**config.mk**
```make
export PLATFORM = sky130hd
export DESIGN_NAME = pid_controller_mc
export DESIGN_NICKNAME = d
export VERILOG_FILES = /design/src/rtl/pid_controller_mc.sv
export SDC_FILE = /design/constraint.sdc
export NUM_CORES = 1
export LEC_CHECK = 0
export CAP_MARGIN = 20
export CORE_UTILIZATION = 35
export CTS_BUF_LIST = sky130_fd_sc_hd__clkbuf_2
export DETAILED_ROUTE_END_ITERATION = 8
export PLACE_DENSITY = 0.56
export SLEW_MARGIN = 0
export SYNTH_ARGS = -nofsm -noshare
export SYNTH_HDL_FRONTEND = slang
export SYNTH_SLANG_ARGS = --single-unit
```
**constraint.sdc**
```tcl
create_clock -name clk -period 12.65 [get_ports clk]
set_input_delay 2.53 -clock clk [delete_from_list [all_inputs] [get_ports clk]]
set_output_delay 2.53 -clock clk [all_outputs]
set_load 0.05 [all_outputs]
```
**src/rtl/pid_controller_mc.sv**
```systemverilog
// Multi-channel, time-multiplexed fixed-point PID controller.
// One shared multiplier walks every channel through P, I, D and SUM steps.
module pid_controller_mc #(
   parameter int NUM_CH = 2,
   parameter int DATA_W = 9,
   parameter int K_INT  = 8,
   parameter int K_FRAC = 8,
   parameter int ACC_W  = 32,
   parameter int OUT_W  = 16
) (
   input  logic                                 clk,
   input  logic                                 reset,
   input  logic                                 sample_en,
   input  logic                                 int_clr,
   input  logic signed [K_INT+K_FRAC-1:0]       k_p,
   input  logic signed [K_INT+K_FRAC-1:0]       k_i,
   input  logic signed [K_INT+K_FRAC-1:0]       k_d,
   input  logic        [NUM_CH*DATA_W-1:0]      setpoint,
   input  logic        [NUM_CH*DATA_W-1:0]      feedback,
   output logic        [NUM_CH*OUT_W-1:0]       control_signal,
   output logic                                 out_valid,
   output logic                                 busy,
   output logic        [NUM_CH-1:0]             sat,
   output logic                                 overrun
);

   localparam int GAIN_W = K_INT + K_FRAC;
   localparam int ERR_W  = DATA_W + 1;
   localparam int DIFF_W = DATA_W + 2;
   localparam int PROD_W = GAIN_W + DIFF_W;
   localparam int SUM_W  = ACC_W + 2;
   localparam int CH_W   = (NUM_CH > 1) ? $clog2(NUM_CH) : 1;

   localparam logic signed [ACC_W:0]   ACC_MAX = {2'b00, {(ACC_W-1){1'b1}}};
   localparam logic signed [ACC_W:0]   ACC_MIN = {2'b11, {(ACC_W-2){1'b0}}, 1'b1};
   localparam logic signed [SUM_W-1:0] OUT_MAX = {{(SUM_W-OUT_W+1){1'b0}}, {(OUT_W-1){1'b1}}};
   localparam logic signed [SUM_W-1:0] OUT_MIN = {{(SUM_W-OUT_W+1){1'b1}}, {(OUT_W-1){1'b0}}};

   typedef enum logic [2:0] {S_IDLE, S_P, S_I, S_D, S_SUM} state_t;

   state_t                    r_state, w_state_next;
   logic        [CH_W-1:0]    r_ch;
   logic signed [GAIN_W-1:0]  r_kp, r_ki, r_kd;
   logic        [DATA_W-1:0]  r_sp [NUM_CH];
   logic        [DATA_W-1:0]  r_fb [NUM_CH];
   logic signed [ACC_W-1:0]   r_integ [NUM_CH];
   logic signed [ERR_W-1:0]   r_prev_e [NUM_CH];
   logic signed [OUT_W-1:0]   r_out [NUM_CH];
   logic        [NUM_CH-1:0]  r_sat, r_sat_neg;
   logic signed [PROD_W-1:0]  r_p, r_d;
   logic                      r_out_valid, r_busy, r_overrun;

   logic                      w_last, w_freeze, w_clamp;
   logic signed [ERR_W-1:0]   w_e;
   logic signed [DIFF_W-1:0]  w_diff, w_opb;
   logic signed [GAIN_W-1:0]  w_gain;
   logic signed [PROD_W-1:0]  w_prod;
   logic signed [ACC_W:0]     w_isum;
   logic signed [ACC_W-1:0]   w_integ_sat;
   logic signed [SUM_W-1:0]   w_sum, w_shift;
   logic signed [OUT_W-1:0]   w_out;

   assign w_last = (r_ch == CH_W'(NUM_CH - 1));

   always_ff @(posedge clk or posedge reset) begin
      if (reset) r_state <= S_IDLE;
      else       r_state <= w_state_next;
   end

   // NOTE: every always_comb output gets a default first so no path leaves it unassigned (no latch).
   always_comb begin
      w_state_next = r_state;
      case (r_state)
         S_IDLE:  if (sample_en) w_state_next = S_P;
         S_P:     w_state_next = S_I;
         S_I:     w_state_next = S_D;
         S_D:     w_state_next = S_SUM;
         S_SUM:   w_state_next = w_last ? S_IDLE : S_P;
         default: w_state_next = S_IDLE;
      endcase
   end

   // Datapath: error, operand select for the single multiplier, saturating adders.
   always_comb begin
      w_e    = $signed({1'b0, r_sp[r_ch]}) - $signed({1'b0, r_fb[r_ch]});
      w_diff = DIFF_W'(w_e) - DIFF_W'(r_prev_e[r_ch]);
      w_gain = r_kp;
      w_opb  = DIFF_W'(w_e);
      if (r_state == S_I) begin
         w_gain = r_ki;
      end else if (r_state == S_D) begin
         w_gain = r_kd;
         w_opb  = w_diff;
      end
      w_prod = PROD_W'(w_gain) * PROD_W'(w_opb);

      w_isum = (ACC_W+1)'(r_integ[r_ch]) + (ACC_W+1)'(w_prod);
      if (w_isum > ACC_MAX)      w_integ_sat = ACC_MAX[ACC_W-1:0];
      else if (w_isum < ACC_MIN) w_integ_sat = ACC_MIN[ACC_W-1:0];
      else                       w_integ_sat = w_isum[ACC_W-1:0];

      // Anti-windup: hold the integrator while it would push further into the last clamp.
      w_freeze = r_sat[r_ch] &&
                 ((!r_sat_neg[r_ch] && !w_e[ERR_W-1] && (w_e != '0)) ||
                  ( r_sat_neg[r_ch] &&  w_e[ERR_W-1]));

      w_sum   = SUM_W'(r_p) + SUM_W'(r_integ[r_ch]) + SUM_W'(r_d);
      w_shift = w_sum >>> K_FRAC;
      w_clamp = 1'b1;
      if (w_shift > OUT_MAX)      w_out = OUT_MAX[OUT_W-1:0];
      else if (w_shift < OUT_MIN) w_out = OUT_MIN[OUT_W-1:0];
      else begin
         w_out   = w_shift[OUT_W-1:0];
         w_clamp = 1'b0;
      end
   end

   // NOTE: integrators and history are architectural state, so they take the reset like any flop.
   always_ff @(posedge clk or posedge reset) begin
      if (reset) begin
         r_ch        <= '0;
         r_kp        <= '0;
         r_ki        <= '0;
         r_kd        <= '0;
         r_p         <= '0;
         r_d         <= '0;
         r_sat       <= '0;
         r_sat_neg   <= '0;
         r_out_valid <= 1'b0;
         r_busy      <= 1'b0;
         r_overrun   <= 1'b0;
         for (int c = 0; c < NUM_CH; c++) begin
            r_sp[c]     <= '0;
            r_fb[c]     <= '0;
            r_integ[c]  <= '0;
            r_prev_e[c] <= '0;
            r_out[c]    <= '0;
         end
      end else begin
         r_out_valid <= 1'b0;
         if (sample_en && (r_state != S_IDLE)) r_overrun <= 1'b1;
         case (r_state)
            S_IDLE: if (sample_en) begin
               r_ch   <= '0;
               r_busy <= 1'b1;
               r_kp   <= k_p;
               r_ki   <= k_i;
               r_kd   <= k_d;
               for (int c = 0; c < NUM_CH; c++) begin
                  r_sp[c] <= setpoint[c*DATA_W +: DATA_W];
                  r_fb[c] <= feedback[c*DATA_W +: DATA_W];
                  if (int_clr) begin
                     r_integ[c]  <= '0;
                     r_prev_e[c] <= '0;
                  end
               end
            end
            S_P: r_p <= w_prod;
            S_I: if (!w_freeze) r_integ[r_ch] <= w_integ_sat;
            S_D: begin
               r_d            <= w_prod;
               r_prev_e[r_ch] <= w_e;
            end
            S_SUM: begin
               r_out[r_ch]     <= w_out;
               r_sat[r_ch]     <= w_clamp;
               r_sat_neg[r_ch] <= w_shift[SUM_W-1];
               if (w_last) begin
                  r_busy      <= 1'b0;
                  r_out_valid <= 1'b1;
               end else begin
                  r_ch <= r_ch + 1'b1;
               end
            end
            default: ;
         endcase
      end
   end

   for (genvar g = 0; g < NUM_CH; g++) begin : g_out
      assign control_signal[g*OUT_W +: OUT_W] = r_out[g];
   end

   assign out_valid = r_out_valid;
   assign busy      = r_busy;
   assign sat       = r_sat;
   assign overrun   = r_overrun;

endmodule

```
==> results of run 1 <==
[cell usage in the layout, fill, tap and decap left out, types with 8 or more instances in the layout]
master	n
nor2b_1	17
a21oi_2	8
and2_1	12
nand3_1	24
o21bai_1	8
mux2i_1	22
fa_1	194
o22ai_1	12
clkbuf_2	110
xor2_1	40
a221o_1	21
a211oi_1	10
mux2_2	131
nand2b_1	31
and3_1	9
o21ai_1	10
o21a_1	14
nand4_1	12
ha_1	134
nor3_1	19
nand2_1	261
xnor2_1	52
o21ai_0	132
a21o_1	45
dfrtp_1	264
a22o_2	8
clkinv_1	19
a22oi_1	10
buf_4	55
nor2_1	188
a21oi_1	129
clkdlybuf4s50_1	124
or2_2	10
inv_1	240
a22o_1	43
[cells by family after synthesis]
family,share of synthesized area
adders and majority gates,0.252
and+or+nand+nor,0.128
AOI/OAI and AO/OA,0.155
muxes,0.0754
DFF,0.293
xor gates and xnor gates,0.0383
buffers and inverters,0.0579
[flip-flops by register name, indices dropped and copies added, names as in the netlist]
register,flops
r_integ,64
control_signal,32
r_d,27
r_p,27
r_prev_e,20
r_fb,18
r_sp,18
r_kd,16
r_ki,16
r_kp,16
r_state,3
r_sat_neg,2
sat,2
busy,1
out_valid,1
overrun,1
r_ch,1
[final cells by class]
type / count / area share
antenna: 4 / 0.000386
clock buffer: 110 / 0.0212
clock inverter: 29 / 0.00617
inverter: 242 / 0.0353
multi-input combinational: 1755 / 0.574
sequential: 265 / 0.256
tap: 846 / 0.0408
timing repair buffer: 183 / 0.0662
[final timing paths]
| path | endpoint | slack (ns) |
|---|---|---|
| worst max-delay path | r_integ[18] | 0.41 |
| worst min-delay path | r_integ[42] | 0.47 |
| worst max register to register | r_integ[18] | 0.41 |
| worst min register to register | r_integ[42] | 0.47 |
| max in group asynchronous | r_kp[6] | 8.35 |
| min in group asynchronous | r_integ[33] | 1.99 |
[stage by stage]
step	std cells	utilization	TNS [ns]
after floorplan	2352	-	0
after global placement	3271	0.392	0
after detailed placement	3271	0.392	-0.0668
after CTS	3410	0.403	-0.668
after global routing	3432	0.409	-0.748
final	3434	0.409	0
[layer usage]
| metal | vias to the layer above | part of all wire | GRT usage |
|---|---|---|---|
| li1 | 8394 | - | - |
| met1 | 8839 | 0.46 | 0.256 |
| met2 | 484 | 0.46 | 0.303 |
| met3 | 100 | 0.060 | 0.0384 |
| met4 | 0 | 0.023 | 0.0559 |
| met5 | - | 0 | 0 |
[timing repair]
action / CTS / global route
setup endpoints to repair: 31 / 62
pin swaps: 0 / 17
setup buffers: 0 / 19
resized for setup: 0 / 49
[worst reg2reg max path: cells and delay by family (launching register included)]
family	cells	cell delay, ns
simple gates	12	2.57
mux	1	0.37
flops	1	0.48
fa+ha+maj	12	4.92
compound gates	13	2.12
xor+xnor	3	0.60
buf+inv	9	1.06
==> out/metrics.csv, run 1 <==
metric,value,unit
Max Clock Skew,0.0897,ns
Cell variety after synth,98,
"Seq/Total Area, Yosys",0.293,
most common cell in the netlist,dfrtp_1,
# nets final,2948,
die area,65700,sq um
1st-pass router iterations,5,
CTS Buf Count,78,
largest net degree at the start of global routing,119,
Ys Warns,0,
largest stage delay on the critical path,0.56,ns
Post-synth EDFFs,0,
Root Buffer,clkbuf_2,
Post-CTS Hold Fix Bufs,0,
Setup crit end kind,flop,
max-slew violations,0,
Area contributors post-synth,"dfrtp_1 (29%), fa_1 (17%), ha_1 (7.6%)",
vias in the first global route,18506,
Post-DP Area,24800,sq um
share of the synthesized area in the top cell type,0.293,
layout cells sized above 1,0.157,
startpoint of the worst hold path,r_integ[42],
fill count,6222,
worst hold margin,0.474,ns
outcome,finished clean,
slew margin rel.,0.314,
PnR worst setup slack,0.415,ns
FF-to-FF Start,r_ch,
Sequential cell area,6640,sq um
Synth Cell Area,22600,sq um
DR vias/cell,5.19,
io pins,125,
Final HPWL DP,47.5,mm
Async SR Flop Fraction,1.00,
CTS tree,done,
Worst Path Buf+Inv,9,
Die Y,256,microns
syn_nets,2775,
Yosys reg bits,265,
Clock Path Buffers,3,
initial antenna violation count,3,
r2r worst-path depth,50,
Initial Util,0.357,
Post-Syn Area per Cell,9.62,sq um
fmax,81.7,MHz
Critical-path top delay cell,or4_4,
post-route antenna net violation count,0,
total congestion overflow,0,
Worst-path clk slew,0.10,ns
GP Congestion,0.899,
row count,92,
gr usage total,0.189,
max_cap viols,0,
Core Region,63400,sq um
first-pass GRT wire length,99.7,mm
Worst Path Required,13.61,ns
Crit path max-delay family,adder cells,
Hold Path Stages,2,
post-synth top area cell,dfrtp_1,
Hold/Removal Path Class,reg -> reg,
Final Critical Period,12.24,ns
Worst-Skew Late Latency,1.09,ns
Die X,256,microns
Mapped Cells,2352,
CTS H-Tree Depth,3,
Final Cell Area,25900,sq um
WL per Instance,17.8,microns
"Primary FF master, synth",dfrtp_1,
DRT Wirelength,61.2,mm
DRC Markers,0,
CP Depth,50,
CP Max Fanout,18,
CP Launch Type,flop,
Synth-to-Final Area Change,14.7,%
CP startpoint,r_ch,
WS Path Type,reg -> reg,
clk sinks,265,
Final Hold Viols,0,
fin crit share,0.967,
final setup fails,0,
area of the multi-input gates,14900,sq um
arrival time at the worst endpoint,13.19,ns
Worst-Margin Slew,1.03,ns
DR vias,17817,
DP Worst Slack,-0.0117,ns
DRT iter0 DRCs,1066,
I/O Buffers,124,
Post-synth top cells,"dfrtp_1 (265), nand2_1 (262), inv_1 (241)",
Power of run 1 is not shown: default switching activity piles up to over one toggle a cycle in this logic, so the estimate is an artifact.
==> run 2: changes to the inputs <==
--- a/config.mk
+++ b/config.mk
@@ -6,10 +6,10 @@
 export NUM_CORES = 1
 export LEC_CHECK = 0
 export CAP_MARGIN = 20
-export CORE_UTILIZATION = 35
+export CORE_UTILIZATION = 46
 export CTS_BUF_LIST = sky130_fd_sc_hd__clkbuf_2
 export DETAILED_ROUTE_END_ITERATION = 8
-export PLACE_DENSITY = 0.56
+export PLACE_DENSITY = 0.69
 export SLEW_MARGIN = 0
 export SYNTH_ARGS = -nofsm -noshare
 export SYNTH_HDL_FRONTEND = slang
==> run 2 against run 1 <==
Compared with the run above:
- sequential cell count unchanged
- wire length decreased by 4.9%
- clock skew increased by 0.025 ns
- worst setup slack improved by 0.092 ns
- die area decreased by 24%
- final cell count decreased by 5.9%
- global-route usage increased by 5.0 points
- core utilization increased by 13 points
- critical path depth increased by 3
- register-to-register slack improved by 0.09 ns
- worst hold slack improved by 0.00055 ns
- critical path type unchanged
==> out/metrics.csv, run 2 (synthesized netlist as in run 1, its figures left out) <==
metric,value,unit,change
WS Path Type,reg -> reg,,
CP Max Fanout,18,,unchanged
CTS Buf Count,75,,-3.8%
Setup crit end kind,flop,,
GP Congestion,0.931,,+3.6%
CTS tree,done,,
vias in the first global route,18324,,-0.98%
DRT iter0 DRCs,1161,,+8.9%
max_cap viols,0,,unchanged
"most common cell after layout, fill and taps aside",dfrtp_1,,
most frequent cells in the layout,"dfrtp_1 (264), nand2_1 (261), inv_1 (240)",,
final setup fails,0,,unchanged
final cell count without fillers,3231,,-5.9%
Initial Util,0.470,,+0.113
DRT Wirelength,58.2,mm,-4.9%
Worst-path clk slew,0.11,ns,about the same
first-pass GRT wire length,95.5,mm,-4.2%
Max Clock Skew,0.115,ns,+0.0251 ns
DR vias,17915,,+0.55%
layout cells sized above 1,0.159,,+0.00216
largest net degree at the start of global routing,123,,+3.4%
Post-DP Area,24600,sq um,-1.0%
die area,50100,sq um,-24%
fmax,82.4,MHz,+0.76%
PnR worst setup slack,0.507,ns,+0.0921 ns
max FFs per register,64,,unchanged
Final Critical Period,12.14,ns,-0.0921 ns
arrival time at the worst endpoint,13.05,ns,-0.14 ns
Final Hold Viols,0,,unchanged
Root Buffer,clkbuf_2,,
Worst Path Required,13.56,ns,-0.05 ns
DR vias/cell,5.54,,+6.9%
post-route antenna net violation count,0,,unchanged
most frequent CP cell,inv_1,,
placed cells,3079,,-5.9%
fin crit share,0.960,,-0.00728
initial antenna violation count,1,,-2
Final Cell Area,25800,sq um,-0.70%
Critical-path top delay cell,or4_4,,
Final HPWL DP,44.8,mm,-5.8%
WL per Instance,18.0,microns,+1.0%
Clock Path Buffers,3,,unchanged
row count,80,,-13%
CP Launch Type,flop,,
"Most flops, register",r_integ,,
# nets final,2941,,-0.24%
DRC Markers,0,,unchanged
max-slew violations,0,,unchanged
Die Y,224,microns,-13%
Die X,224,microns,-13%
gr usage total,0.239,,+0.0503
Hold/Removal Path Class,reg -> reg,,
slew margin rel.,0.311,,-0.00225
Worst-Margin Slew,1.03,ns,+0.00337 ns
outcome,finished clean,,
CTS H-Tree Depth,3,,unchanged
clk sinks,265,,unchanged
io pins,125,,unchanged
Core Region,48100,sq um,-24%
Synth-to-Final Area Change,13.9,%,
setup total negative slack,0,ns,unchanged
largest stage delay on the critical path,0.55,ns,about the same
DP Worst Slack,-0.275,ns,-0.263 ns
Worst-Skew Late Latency,1.08,ns,about the same
total congestion overflow,0,,unchanged
I/O Buffers,124,,unchanged
1st-pass router iterations,7,,+2
run 2: changes by cell type in the layout (fill, tap and decap cells not counted), moves of 3 or more:
cell and delta:
clkinv_1 -8, clkinv_2 +3, diode_2 -3, clkinvlp_4 -4
run 2: per-stage QoR:
stage / hold WS [ns] / utilization
final: 0.475 / 0.535
after detailed placement: 0.458 / 0.511
after global placement: 0.448 / 0.511
after floorplan: 0.433 / -
after global routing: 0.507 / 0.535
after CTS: 0.479 / 0.527
run 2: final cells by class:
cell class	count	area [sq um]
Tap cell	656	821
Clock buffer	110	551
Sequential cell	265	6640
Antenna cell	1	2.50
Multi-Input combinational cell	1755	15000
Inverter	242	916
Fill cell	4411	22400
Clock inverter	23	184
Timing Repair Buffer	179	1670
run 2: metal layers:
layer  share of wire  wire, microns  track usage  vias up
li1                -              -            -     8379
met1            0.44          25800        0.321     8861
met2            0.47          27600        0.392      573
met3           0.056           3240       0.0407      102
met4           0.026           1490       0.0806        0
met5               0              0            0        -
run 2: critical path: cells and delay by family (launching register included):
kind                       cells  cell delay [ns]
adders and majority gates     12             4.66
buffers and inverters         12             1.20
muxes                          1             0.37
DFF                            1             0.47
and+or+nand+nor               12             2.35
xor gates and xnor gates       3             0.54
AOI/OAI and AO/OA             13             2.41
run 2: path summary, 6_finish.rpt:
kind,from,to,slack (ns),cells after the start
max in group asynchronous,reset,r_ki[15],8.24,4
worst min register to register,r_integ[42],r_integ[42],0.47,2
worst max-delay path,r_ch,r_integ[11],0.51,53
min in group asynchronous,reset,r_integ[37],2.03,2
worst max register to register,r_ch,r_integ[11],0.51,53
worst min-delay path,r_integ[42],r_integ[42],0.47,2
run 2: timing repair:
item,in CTS,in global routing
pin swaps,0,18
setup buffers,2,16
gates resized for setup,3,55
hold buffers,0,0
setup endpoints to repair,33,62
Power of run 2 is left out for the same reason.
==> RTL edit 1: new RTL, flow settings as in run 2 <==
The parameter `OUT_W` goes from 16 to 20.
--- a/src/rtl/pid_controller_mc.sv
+++ b/src/rtl/pid_controller_mc.sv
@@ -6,7 +6,7 @@
    parameter int K_INT  = 8,
    parameter int K_FRAC = 8,
    parameter int ACC_W  = 32,
-   parameter int OUT_W  = 16
+   parameter int OUT_W  = 20
 ) (
    input  logic                                 clk,
    input  logic                                 reset,
Interface: changed (resized control_signal); port bits go from 125 to 133. No check against the original RTL was run, so the function may have changed too.
==> RTL edit 1 against run 2 <==
Sequential cell count increased by 8. Synthesized area grew 6.0%. Routed wire length grew 8.9%. Worst setup slack lost 0.057 ns. Cell count grew 7.0%. Critical path type unchanged. Highest routed layer is now met5. Cell area increased by 4.1%. Maximum frequency down 0.47%.
Power is not shown: default switching activity piles up to over one toggle a cycle in this logic, so the estimate is an artifact.
==> RTL edit 1: results (changes against run 2) <==
metric	value	unit	change
seq_share	25.47	%	was 25.75%
first_global_vias	20046		was 18324
synth-xor-area-share	3.500	%	was 3.826%
dr_wl_met2	30370	um	was 27610 um
critical-path-max-stage-delay	0.61	ns	was 0.55 ns
dp_worst_setup_slack	0.5937	ns	was -0.2748 ns
finClkSkew	0.1223	ns	was 0.1149 ns
seq_area_frac_synth	28.48	%	was 29.30%
wl_per_cell	18.32	um	was 18.00 um
drtIter0Drc	1322		was 1161
synthDistinctLibCells	105		was 98
num-multi-input-gates	1930		was 1755
dr.pass1.iters	6		was 7
crit_slowest_cell	dfrtp_4		was or4_4
relSlewSlack	31.01	%	was 31.13%
grt_first_pass_wirelength	104300	um	was 95540 um
dr_wl_met3	2979	um	was 3235 um
antenna_found_initial	2		was 1
crit_path_max_fanout	17		was 18
final_nets	3142		was 2941
multi_input_area_share	58.74	%	was 58.17%
buffers	175		was 179
synth_common_cells	326 x nand2_1, 273 x dfrtp_1, 256 x inv_1		was 265 x dfrtp_1, 262 x nand2_1, 241 x inv_1
synth_mux_area_share	7.314	%	was 7.535%
cts_buffers	81		was 75
outcome	finished, final reports clean		unchanged
grt_max_degree	128		was 123
gp_congestion	0.9470		was 0.9311
drt-vias-per-instance	5.604		was 5.545
cp.arrival	13.19	ns	was 13.05 ns
bufAreaShareNonClock	6.248	%	was 6.482%
seq_cell_count	273		was 265
synth_fa_ha_area_share	23.78	%	was 25.19%
nFillCells	4713		was 4411
min_from	r_integ[24]		was r_integ[42]
portBuffers	132		was 124
n_all_inverters	257		was 242
synth_nets	2997		was 2775
clkCellAreaFrac	2.728	%	was 2.850%
## RTL edit 1: changes by cell type after synthesis, sizes merged, moves of 20 or more
| cell | run 2 | this run |
|---|---|---|
| a211oi | 13 | 42 |
| a221o | 23 | 3 |
| nor4 | 5 | 42 |
| a22o | 51 | 24 |
| nand2 | 264 | 327 |
| o21ai | 143 | 121 |
| nor2 | 194 | 244 |
## RTL edit 1: final timing paths
path / end / slack, ns / depth (start not counted)
max: r_integ[32] / 0.45 / 44
min: r_integ[24] / 0.47 / 2
max reg2reg: r_integ[32] / 0.45 / 44
min reg2reg: r_integ[24] / 0.47 / 2
max in group asynchronous: r_integ[12] / 9.14 / 3
min in group asynchronous: r_d[0] / 2.09 / 2
## RTL edit 1: worst max-delay path: cells and delay by family (launching register included)
| kind | cells | cell delay [ns] |
|---|---|---|
| adders and majority gates | 11 | 4.59 |
| AOI/OAI and AO/OA | 11 | 2.70 |
| and+or+nand+nor | 11 | 2.42 |
| buffers and inverters | 7 | 0.84 |
| DFF | 1 | 0.61 |
| xor gates and xnor gates | 2 | 0.58 |
| muxes | 2 | 0.42 |
## RTL edit 1: per-stage QoR
stage                     TNS (ns)  util (%)  hold slack (ns)  std cells  instance area (um2)
final                            0     52.20           0.4699       3456                26830
after global routing       -0.1012     52.20           0.4940       3456                26830
after CTS                        0     52.02           0.4689       3450                26740
after detailed placement         0     50.60           0.4513       3311                26010
after global placement           0     50.58           0.4431       3310                26000
after floorplan                  0         -           0.4331       2573                23990
## RTL edit 1: timing repair
item	CTS	global route
gates resized for setup	0	7
endpoints found under the setup margin	0	61
buffers inserted	0	3
hold buffers	0	0
## RTL edit 1: layer usage
layer  vias up  GRT usage [%]
met3       144          4.138
met2       583          40.48
li1       9095              -
met4         2          10.35
met5         -              0
met1      9543          31.45
==> RTL edit 2: new RTL, flow settings as in run 2 <==
Made on the original files. Reset style: synchronous (`reset`), changed in 2 clocked blocks.
--- a/src/rtl/pid_controller_mc.sv
+++ b/src/rtl/pid_controller_mc.sv
@@ -62,7 +62,7 @@
 
    assign w_last = (r_ch == CH_W'(NUM_CH - 1));
 
-   always_ff @(posedge clk or posedge reset) begin
+   always_ff @(posedge clk) begin
       if (reset) r_state <= S_IDLE;
       else       r_state <= w_state_next;
    end
@@ -116,7 +116,7 @@
    end
 
    // NOTE: integrators and history are architectural state, so they take the reset like any flop.
-   always_ff @(posedge clk or posedge reset) begin
+   always_ff @(posedge clk) begin
       if (reset) begin
          r_ch        <= '0;
          r_kp        <= '0;
Behaviour: differs if reset is asserted again (counterexample within 4 cycles, from zero or initial values and one cycle with reset high); with reset held inactive, the same outputs for 4 cycles.
==> RTL edit 2 against run 2 <==
Synthesized area is 1.3% lower. Sequential cell count rose by 1. Non-clock buffer count up 6. Routed wire length rose by 1.1%. Cell area fell by 1.2%. Worst setup slack got worse by 0.066 ns. Global-route usage is 0.13 points lower. Hold slack worse by 0.0065 ns. Critical path depth down 7. Critical endpoint is now r_integ[1][19].
Power is left out: the tool's default activity adds up to more than one toggle a clock period on the data nets, which glitch-free logic cannot reach.
==> RTL edit 2: results (changes against run 2) <==
metric	value	unit	change
outcome	finished, final reports clean		unchanged
multi_input_area_share	57.15	%	was 58.17%
seqCellArea	6850	um2	was 6635 um2
use_met2	40.44	%	was 39.18%
nClkBuffers	109		was 110
synthFlopType	edfxtp_1		was dfrtp_1
hold_ws	0.4682	ns	was 0.4747 ns
rr_worst_depth	46		was 53
dr_wl_met3	3046	um	was 3235 um
cts_resized	8		was 3
seq_area_frac_synth	30.66	%	was 29.30%
cts_sinks	266		was 265
drive_above_1_share	11.94	%	was 15.89%
buffers	185		was 179
crit_end	r_integ[1][19]		was r_integ[11]
first_global_vias	17633		was 18324
grt_first_pass_wirelength	92720	um	was 95540 um
gr-usage-met3	3.610	%	was 4.066%
grtUsageTotal	23.77	%	was 23.90%
synth_common_cells	253 x nand2_1, 240 x nor2_1, 238 x inv_1		was 265 x dfrtp_1, 262 x nand2_1, 241 x inv_1
yosys-top-cells-area	edfxtp_1 20%, fa_1 18%, dfxtp_1 10%, ha_1 7.7%, nand2_1 4.3%		was dfrtp_1 29%, fa_1 17%, ha_1 7.6%, mux2_2 6.5%, nand2_1 4.3%
grt_max_degree	86		was 123
nFillCells	4399		was 4411
crit_path_max_fanout	7		was 18
dp.cells	3048		was 3079
placed_cell_area	24380	um2	was 24600 um2
fin_crit_sh	96.52	%	was 95.99%
grt.met1_usage	30.07	%	was 32.09%
n_all_inverters	239		was 242
==> RTL edit 2: cell types whose count changed after synthesis, sizes merged, moves of 28 or more <==
cell,delta
dfrtp,-265
edfxtp,+152
dfxtp,+114
mux2,-85
nor2,+46
o21ai,-45
and2,+35
o211ai,+28
or3,+28
==> RTL edit 2: worst min path at each step <==
stage	cells after the start	from	endpoint
detailed placement	2	r_sat_neg[0]	r_sat_neg[0]
floorplan	2	r_sat_neg[0]	r_sat_neg[0]
CTS	2	r_sat_neg[0]	r_sat_neg[0]
finish	2	r_sat_neg[0]	r_sat_neg[0]
global route	2	r_sat_neg[0]	r_sat_neg[0]
global placement	2	r_sat_neg[0]	r_sat_neg[0]
==> RTL edit 2: logic make-up after synthesis <==
family	share of synthesized area [%]
buffers and inverters	5.733
muxes	4.102
and+or+nand+nor	14.43
DFF	30.66
AOI/OAI and AO/OA	15.52
xor gates and xnor gates	3.805
adders and majority gates	25.74
